<file path="src/rtl/hvac_zone_scheduler.sv">
// Four-zone HVAC plant scheduler: round-robin grant, dwell/max/dead-time FSM.
// clk/rst, zone_temp[20], setpoint[5], zone_en[4] -> heating, cooling, damper[4], busy.
module hvac_zone_scheduler #(
  parameter int DWELL_CYCLES = 8,
  parameter int MAX_CYCLES   = 32,
  parameter int DEAD_CYCLES  = 4
) (
  input  logic        clk,
  input  logic        rst,
  input  logic [19:0] zone_temp,
  input  logic [4:0]  setpoint,
  input  logic [3:0]  zone_en,
  output logic        heating,
  output logic        cooling,
  output logic [3:0]  damper,
  output logic        busy
);

  typedef enum logic [1:0] {
    IDLE,
    SERVE,
    DEAD
  } state_t;

  localparam logic [5:0] DWELL_L = 6'(DWELL_CYCLES - 1);
  localparam logic [5:0] MAX_L   = 6'(MAX_CYCLES - 1);
  localparam logic [5:0] DEAD_L  = 6'(DEAD_CYCLES - 1);

  state_t     state;
  logic [1:0] ptr;
  logic [1:0] zone;
  logic       mode;
  logic [5:0] cnt;

  logic [5:0] t6 [4];
  logic [5:0] sp6;
  logic [3:0] heat_req;
  logic [3:0] cool_req;
  logic [3:0] req;

  // Six-bit compares so temp+2 and setpoint+2 never wrap.
  always_comb begin
    sp6      = {1'b0, setpoint};
    heat_req = '0;
    cool_req = '0;
    for (int i = 0; i < 4; i++) begin
      t6[i]       = {1'b0, zone_temp[5*i +: 5]};
      heat_req[i] = zone_en[i] & ((t6[i] + 6'd2) <= sp6);
      cool_req[i] = zone_en[i] & (t6[i] >= (sp6 + 6'd2));
    end
    req = heat_req | cool_req;
  end

  logic       hit;
  logic [1:0] win;
  logic [1:0] idx;

  // Rotating priority starting at ptr.
  always_comb begin
    hit = 1'b0;
    win = ptr;
    idx = ptr;
    for (int k = 0; k < 4; k++) begin
      idx = ptr + 2'(k);
      if (!hit && req[idx]) begin
        hit = 1'b1;
        win = idx;
      end
    end
  end

  logic [5:0] cur;
  logic       sat;
  logic       leave;

  always_comb begin
    cur   = t6[zone];
    sat   = mode ? (cur >= sp6) : (cur <= sp6);
    leave = !zone_en[zone]
          || ((cnt >= DWELL_L) && sat)
          || (cnt == MAX_L);
  end

  always_ff @(posedge clk or posedge rst) begin
    if (rst) begin
      state   <= IDLE;
      ptr     <= 2'd0;
      zone    <= 2'd0;
      mode    <= 1'b0;
      cnt     <= 6'd0;
      heating <= 1'b0;
      cooling <= 1'b0;
      damper  <= 4'd0;
      busy    <= 1'b0;
    end else begin
      unique case (state)
        IDLE: begin
          if (hit) begin
            state   <= SERVE;
            zone    <= win;
            mode    <= heat_req[win];
            cnt     <= 6'd0;
            heating <= heat_req[win];
            cooling <= !heat_req[win];
            damper  <= 4'b0001 << win;
            busy    <= 1'b1;
          end
        end
        SERVE: begin
          if (leave) begin
            state   <= DEAD;
            ptr     <= zone + 2'd1;
            cnt     <= 6'd0;
            heating <= 1'b0;
            cooling <= 1'b0;
            damper  <= 4'd0;
          end else begin
            cnt <= cnt + 6'd1;
          end
        end
        DEAD: begin
          if (cnt == DEAD_L) begin
            state <= IDLE;
            cnt   <= 6'd0;
            busy  <= 1'b0;
          end else begin
            cnt <= cnt + 6'd1;
          end
        end
        default: begin
          state   <= IDLE;
          cnt     <= 6'd0;
          heating <= 1'b0;
          cooling <= 1'b0;
          damper  <= 4'd0;
          busy    <= 1'b0;
        end
      endcase
    end
  end

endmodule

</file>
<file path="config.mk">
export PLATFORM = sky130hd
export DESIGN_NAME = hvac_zone_scheduler
export DESIGN_NICKNAME = d
export VERILOG_FILES = /design/src/rtl/hvac_zone_scheduler.sv
export SDC_FILE = /design/constraint.sdc
export NUM_CORES = 1
export LEC_CHECK = 0
export ABC_AREA = 1
export CORE_UTILIZATION = 61
export CTS_CLUSTER_DIAMETER = 40
export DETAILED_ROUTE_END_ITERATION = 7
export HOLD_SLACK_MARGIN = 0.1
export PLACE_DENSITY_LB_ADDON = 0.25
export SETUP_SLACK_MARGIN = 0.15
export SLEW_MARGIN = 0
export SYNTH_ARGS = -nofsm -noshare
export SYNTH_HDL_FRONTEND = slang
export SYNTH_SLANG_ARGS = --single-unit
</file>
<file path="constraint.sdc">
create_clock -name clk -period 4.01 [get_ports clk]
set_input_delay 0.6015 -clock clk [delete_from_list [all_inputs] [get_ports clk]]
set_output_delay 0.6015 -clock clk [all_outputs]
set_load 0.1 [all_outputs]
</file>
==> results_dict.tcl, run 1 <==
set metrics [dict create \
    r2r_cells 18 \
    htree_levels 1 \
    io_buffers 37 \
    power_density_nw_per_um2 602.5 \
    cp_max_fo 14 \
    clock_skew_ns 0.001392 \
    gp_congestion 0.9317 \
    slew-limit-headroom_pct 34.84 \
    areaGrowthSynthToFinish_pct 16.27 \
    n_fill_cell 385 \
    synth_async_sr_flop_share_pct 100.0 \
    drv_slew 0 \
    dp_hpwl_um 5851 \
    rsz0062_at_grt "yes" \
    critPathKind "input pin to flop" \
    clkSinkCount 20 \
    reg2reg_to "cnt[3]" \
    violations "DRC" \
    cts_buffer_depth 2 \
    drive_above_1_share_pct 7.975 \
    grt_pass1_vias 2912 \
    netlist_instances 452 \
    ys_types 36 \
    holdCritStartpoint "damper[1]" \
    p_leak_nw 1.868 \
    cap_violations 0 \
    yosysSeqAreaShare_pct 17.22 \
    core_um2 4474 \
    crit_path_start_kind "input pin" \
    die-area_um2 5045 \
    drt_iter0_drc 215 \
    finalHoldViolations 0 \
    r2r_slack_ns 0.77 \
    antenna_found_initial 0 \
    nets 563 \
    clock_latency_ns 0.26 \
    worst_ep_arrival_time_ns 3.79 \
    cp.required_ns 4.18 \
    min_period_ns 3.616 \
    hold_path.class "flop to flop" \
    hold_end "damper[1]" \
    holdPathStages 2 \
    via_per_inst 5.525 \
    place_ws_ns 0.2683 \
    cts.clk_slew.worst_paths_ns 0.07 \
    cts_buffers 3 \
    ctsHoldBuffers 0 \
    grt_use_total_pct 31.90 \
    syn_nets 525 \
    synth_area_um2 2907 \
    vias 2989 \
    synth_edf_count 0 \
    place_area_um2 3312 \
    io_pins 38 \
    ys_ff_latch 20 \
    yosys_warnings 0 \
    finalSetupTns_ns 0 \
    r2r_start "zone[0]" \
    setup_viol 0 \
    fin_area_um2 3379 \
    worst_pin_slew_ns 0.9743 \
    vdd_ir_drop_max_mv 0.4619 \
    status "finished, violations left" \
    final_util_pct 75.53 \
    n_antenna_cell 0 \
    first_pass_iters 7 \
    drtAntennaViolNets 0 \
    ctsRootBufferMaster "clkbuf_8" \
    row_count 24 \
    start_util_pct 64.96 \
    grt_max_degree 21 \
    grt_overflow 0 \
    grt_first_pass_wirelength_um 13000 \
    finalPower_w 0.002036 \
    wl_per_cell_um 13.52 \
    end_kind "flop" \
    die_x_um 71.03 \
    die_h_um 71.03 \
    routed_wl_um 7313 \
    worst_slack_ns 0.3940 \
    synthFlopType "dfrtp_1" \
    maxClockFrequency_mhz 276.5 \
    cts_tree "done" \
    drc 1 \
    period_share_pct 90.17 \
    syn_avg_cell_area_um2 6.430 \
]
[critical path, stage by stage]
cell	delay, ns
clkdlybuf4s50_1	0.64
nand3_1	0.14
xor2_1	0.16
ha_1	0.29
and3_1	0.18
nand2_1	0.06
nand3b_1	0.07
nand2_1	0.07
nand2_1	0.15
nand3_1	0.12
nand2_1	0.17
nand2_1	0.11
nand2_2	0.13
nand2_4	0.07
nor2_8	0.13
nand3_2	0.27
nand2_2	0.21
nand2_1	0.07
a31oi_1	0.16
[synth_stat cells, types with 2 or more instances]
| cell type | count | area [µm²] |
|---|---|---|
| dfrtp_1 | 20 | 500.5 |
| or2_0 | 4 | 25.02 |
| nand2_1 | 128 | 480.5 |
| nand2_4 | 6 | 67.56 |
| nand3_1 | 69 | 345.3 |
| a21oi_1 | 16 | 80.08 |
| nand2_2 | 13 | 81.33 |
| a31oi_1 | 2 | 12.51 |
| o22ai_1 | 3 | 18.77 |
| nand3b_1 | 3 | 22.52 |
| inv_2 | 3 | 11.26 |
| clkbuf_1 | 2 | 7.510 |
| inv_1 | 73 | 274.0 |
| nand3_2 | 4 | 40.04 |
| nor2_1 | 15 | 56.30 |
| nand4_1 | 4 | 25.02 |
| o21ai_0 | 19 | 95.09 |
| xor2_1 | 9 | 78.83 |
| ha_1 | 42 | 525.5 |
[area by class of cell]
| cell class | instances | area, µm² | share of cell area [%] |
|---|---|---|---|
| clock buffers | 4 | 55.05 | 1.629 |
| inverters | 77 | 291.5 | 8.626 |
| multi-input cells | 350 | 2090 | 61.83 |
| flip-flops and latches | 20 | 500.5 | 14.81 |
| well taps | 52 | 65.06 | 1.925 |
| repair buffers | 38 | 377.9 | 11.18 |
[per-layer routing]
layer,share of wire (%),track usage (%),vias to the layer above,wire [µm]
met3,5.7,2.991,10,419
met4,0.89,5.111,0,65
met1,47,45.15,1346,3468
met2,46,53.95,95,3358
li1,-,-,1538,-
met5,0,0,-,0
[kinds of logic (layout without fill, tap and decap cells)]
kind of cell,count (synthesis),after routing,share of synthesized area [%]
compound gates,44,44,8.136
xor+xnor,10,10,3.014
fa+ha+maj,42,42,18.08
buf+inv,82,119,11.32
flops,20,20,17.22
simple gates,254,254,42.23
[sequential cells by signal (all words and copies together), names as in the netlist]
signal,flops
cnt,6
damper,4
ptr,2
state,2
zone,2
busy,1
cooling,1
heating,1
mode,1
[cell usage in the layout, fill, tap and decap left out, drive strengths merged]
cell	instances
buf	1
clkdlybuf4s50	37
and3	1
a21oi	16
or2	4
clkbuf	4
xnor2	1
o21a	1
nand4	5
dfrtp	20
nand3	74
nor4	1
a31oi	2
xor2	9
nor3	2
ha	42
o22ai	3
a221oi	1
nand2	147
inv	77
nor2	17
nand3b	3
o21ai	21
[worst max-delay path by stage]
| stage | from | to | slack, ns | depth (start not counted) |
|---|---|---|---|---|
| floorplan | zone_temp[1] | heating | 1.25 | 19 |
| global placement | zone_temp[1] | state[1] | 0.30 | 19 |
| detailed placement | zone_temp[3] | state[1] | 0.27 | 19 |
| CTS | zone_temp[3] | heating | 0.51 | 19 |
| global route | zone_temp[1] | busy | 0.11 | 21 |
| finish | zone_temp[3] | cnt[3] | 0.39 | 19 |
[power by group]
group          leakage (nW)  switching, W  internal [W]
clock                0.0288     0.0000670     0.0000874
combinational          1.58       0.00104      0.000489
sequential            0.260     0.0000824      0.000269
total                  1.87       0.00119      0.000846
[timing repair]
action | 4_1_cts | 5_1_grt
hold endpoints to repair | 0 | 0
gates resized for setup | 0 | 2
buffers inserted | 0 | 0
endpoints found under the setup margin | 0 | 6
[metrics by stage]
step	hold WS (ns)	instances
4_1_cts	0.4807	541
3_3_place_gp	0.4567	537
5_1_grt	0.5204	541
3_5_place_dp	0.4641	537
2_1_floorplan	0.4678	452
6_report	0.4828	541
Note: power is estimated with default switching activity, not from simulation.
==> run 2: changes to the inputs <==
Settings changed: CORE_MARGIN set to 8.
==> results_dict.tcl, run 2 (same netlist as run 1, synthesis figures left out) <==
set metrics [dict create \
    htree_levels 1 \
    power_density_nw_per_um2 597.1 \
    p_leak_nw 1.862 \
    r2r_start "zone[0]" \
    crit_path_start_kind "input pin" \
    cts_resized 0 \
    r2r_slack_ns 0.79 \
    die_h_um 85.03 \
    largest-register "cnt" \
    dp_hpwl_um 6210 \
    grt_overflow 0 \
    grt_first_pass_wirelength_um 12680 \
    vias 3010 \
    ctsHoldBuffers 0 \
    worst_slack_ns 0.4848 \
    wl_per_cell_um 13.94 \
    worst_pin_slew_ns 0.9792 \
    cts_buffers 3 \
    cts.clk_slew.worst_paths_ns 0.07 \
    drtAntennaViolNets 0 \
    cts_buffer_depth 2 \
    cp_max_fo 14 \
    drive_above_1_share_pct 7.771 \
    first_pass_iters 5 \
    clock_latency_ns 0.26 \
    cap_violations 0 \
    cts_tree "done" \
    drv_slew 0 \
    end_kind "flop" \
    final_cell_mix "nand2_1 (128), inv_1 (73), nand3_1 (69)" \
    r2r_cells 18 \
    slew-limit-headroom_pct 34.52 \
    grt_pass1_vias 2746 \
    n_fill_cell 378 \
    via_per_inst 5.543 \
    start_util_pct 62.36 \
    worst_ep_arrival_time_ns 3.70 \
    antenna_found_initial 0 \
    drt_iter0_drc 240 \
    critPathKind "input pin to flop" \
    hold_path.class "flop to flop" \
    period_share_pct 87.91 \
    rsz0062_at_grt "no" \
    largest_reg_flops 6 \
    place_area_um2 3314 \
    ctsRootBufferMaster "clkbuf_8" \
    setup_viol 0 \
    layout_commonest_cell "nand2_1" \
    worstSetupStartpoint "zone_temp[7]" \
    gp_congestion 0.9260 \
    areaGrowthSynthToFinish_pct 15.93 \
    status "completed" \
    place_ws_ns 0.2708 \
    finalSetupTns_ns 0 \
    maxClockFrequency_mhz 283.7 \
    die_x_um 85.03 \
    io_buffers 37 \
    nets 563 \
    clkSinkCount 20 \
    n_antenna_cell 0 \
    critical_path.endpoint "cnt[3]" \
    largestRegisters "cnt (6), damper (4)" \
    finalHoldViolations 0 \
    io_pins 38 \
    row_count 25 \
    cp.required_ns 4.19 \
    cts_setup_buffers 0 \
    final_util_pct 72.30 \
    grt_max_degree 21 \
    vdd_ir_drop_max_mv 0.3943 \
    min_period_ns 3.525 \
    clock_skew_ns 0.001129 \
    die-area_um2 7229 \
    core_um2 4661 \
    drc 0 \
    routed_wl_um 7567 \
    reg2reg_to "cnt[3]" \
    fin_area_um2 3369 \
    grt_use_total_pct 21.18 \
]
run 2: cell counts in the layout (fill, tap and decap cells not counted):
No cell type changed its count.
run 2: worst min path at each step:
stage	start	to	slack, ns	depth (start not counted)
4_1_cts	busy	busy	0.48	2
6_report	busy	busy	0.47	2
3_5_place_dp	busy	busy	0.46	2
2_1_floorplan	cnt[3]	cnt[3]	0.47	1
5_1_grt	busy	busy	0.50	2
3_3_place_gp	busy	busy	0.45	2
run 2: layer usage:
layer  share of wire [%]  GRT usage, %  vias up
met5                   0             0        -
li1                    -             -     1540
met4                0.73         3.883        0
met3                 5.2         3.861        9
met2                  49         36.51       71
met1                  45         26.79     1390
run 2: area by class of cell:
class,instances,area [µm²],share of cell area (%)
Sequential cell,20,500.5,14.85
Tap cell,54,67.56,2.005
Clock buffer,4,55.05,1.634
Inverter,77,291.5,8.652
Multi-Input combinational cell,350,2077,61.64
Timing Repair Buffer,38,377.9,11.21
run 2: through the flow:
step	hold WS (ns)	power, W	cells
3_3_place_gp	0.4543	0.001793	539
4_1_cts	0.4763	0.002002	543
2_1_floorplan	0.4678	0.001536	452
3_5_place_dp	0.4589	0.001840	539
5_1_grt	0.5014	0.002204	543
6_report	0.4722	0.002012	543
run 2: worst max-delay path, cell delays in order:
cell,delay (ns)
clkdlybuf4s50_1,0.51
ha_1,0.25
xor2_1,0.15
ha_1,0.30
nand2_1,0.06
nor2_1,0.13
a21oi_1,0.09
o21ai_0,0.07
nand2_1,0.08
nand2_1,0.14
nand3_1,0.16
nand2_1,0.12
nand2_2,0.06
nand2_4,0.10
nand2_4,0.07
nor2_8,0.13
nand3_2,0.26
nand2_2,0.21
nand2_1,0.07
a31oi_1,0.15
run 2: power breakdown:
group          switching, W  total, W  leakage, nW  internal (W)
sequential        0.0000809  0.000350        0.260      0.000269
clock             0.0000675  0.000155       0.0288     0.0000875
combinational       0.00103   0.00151         1.57      0.000479
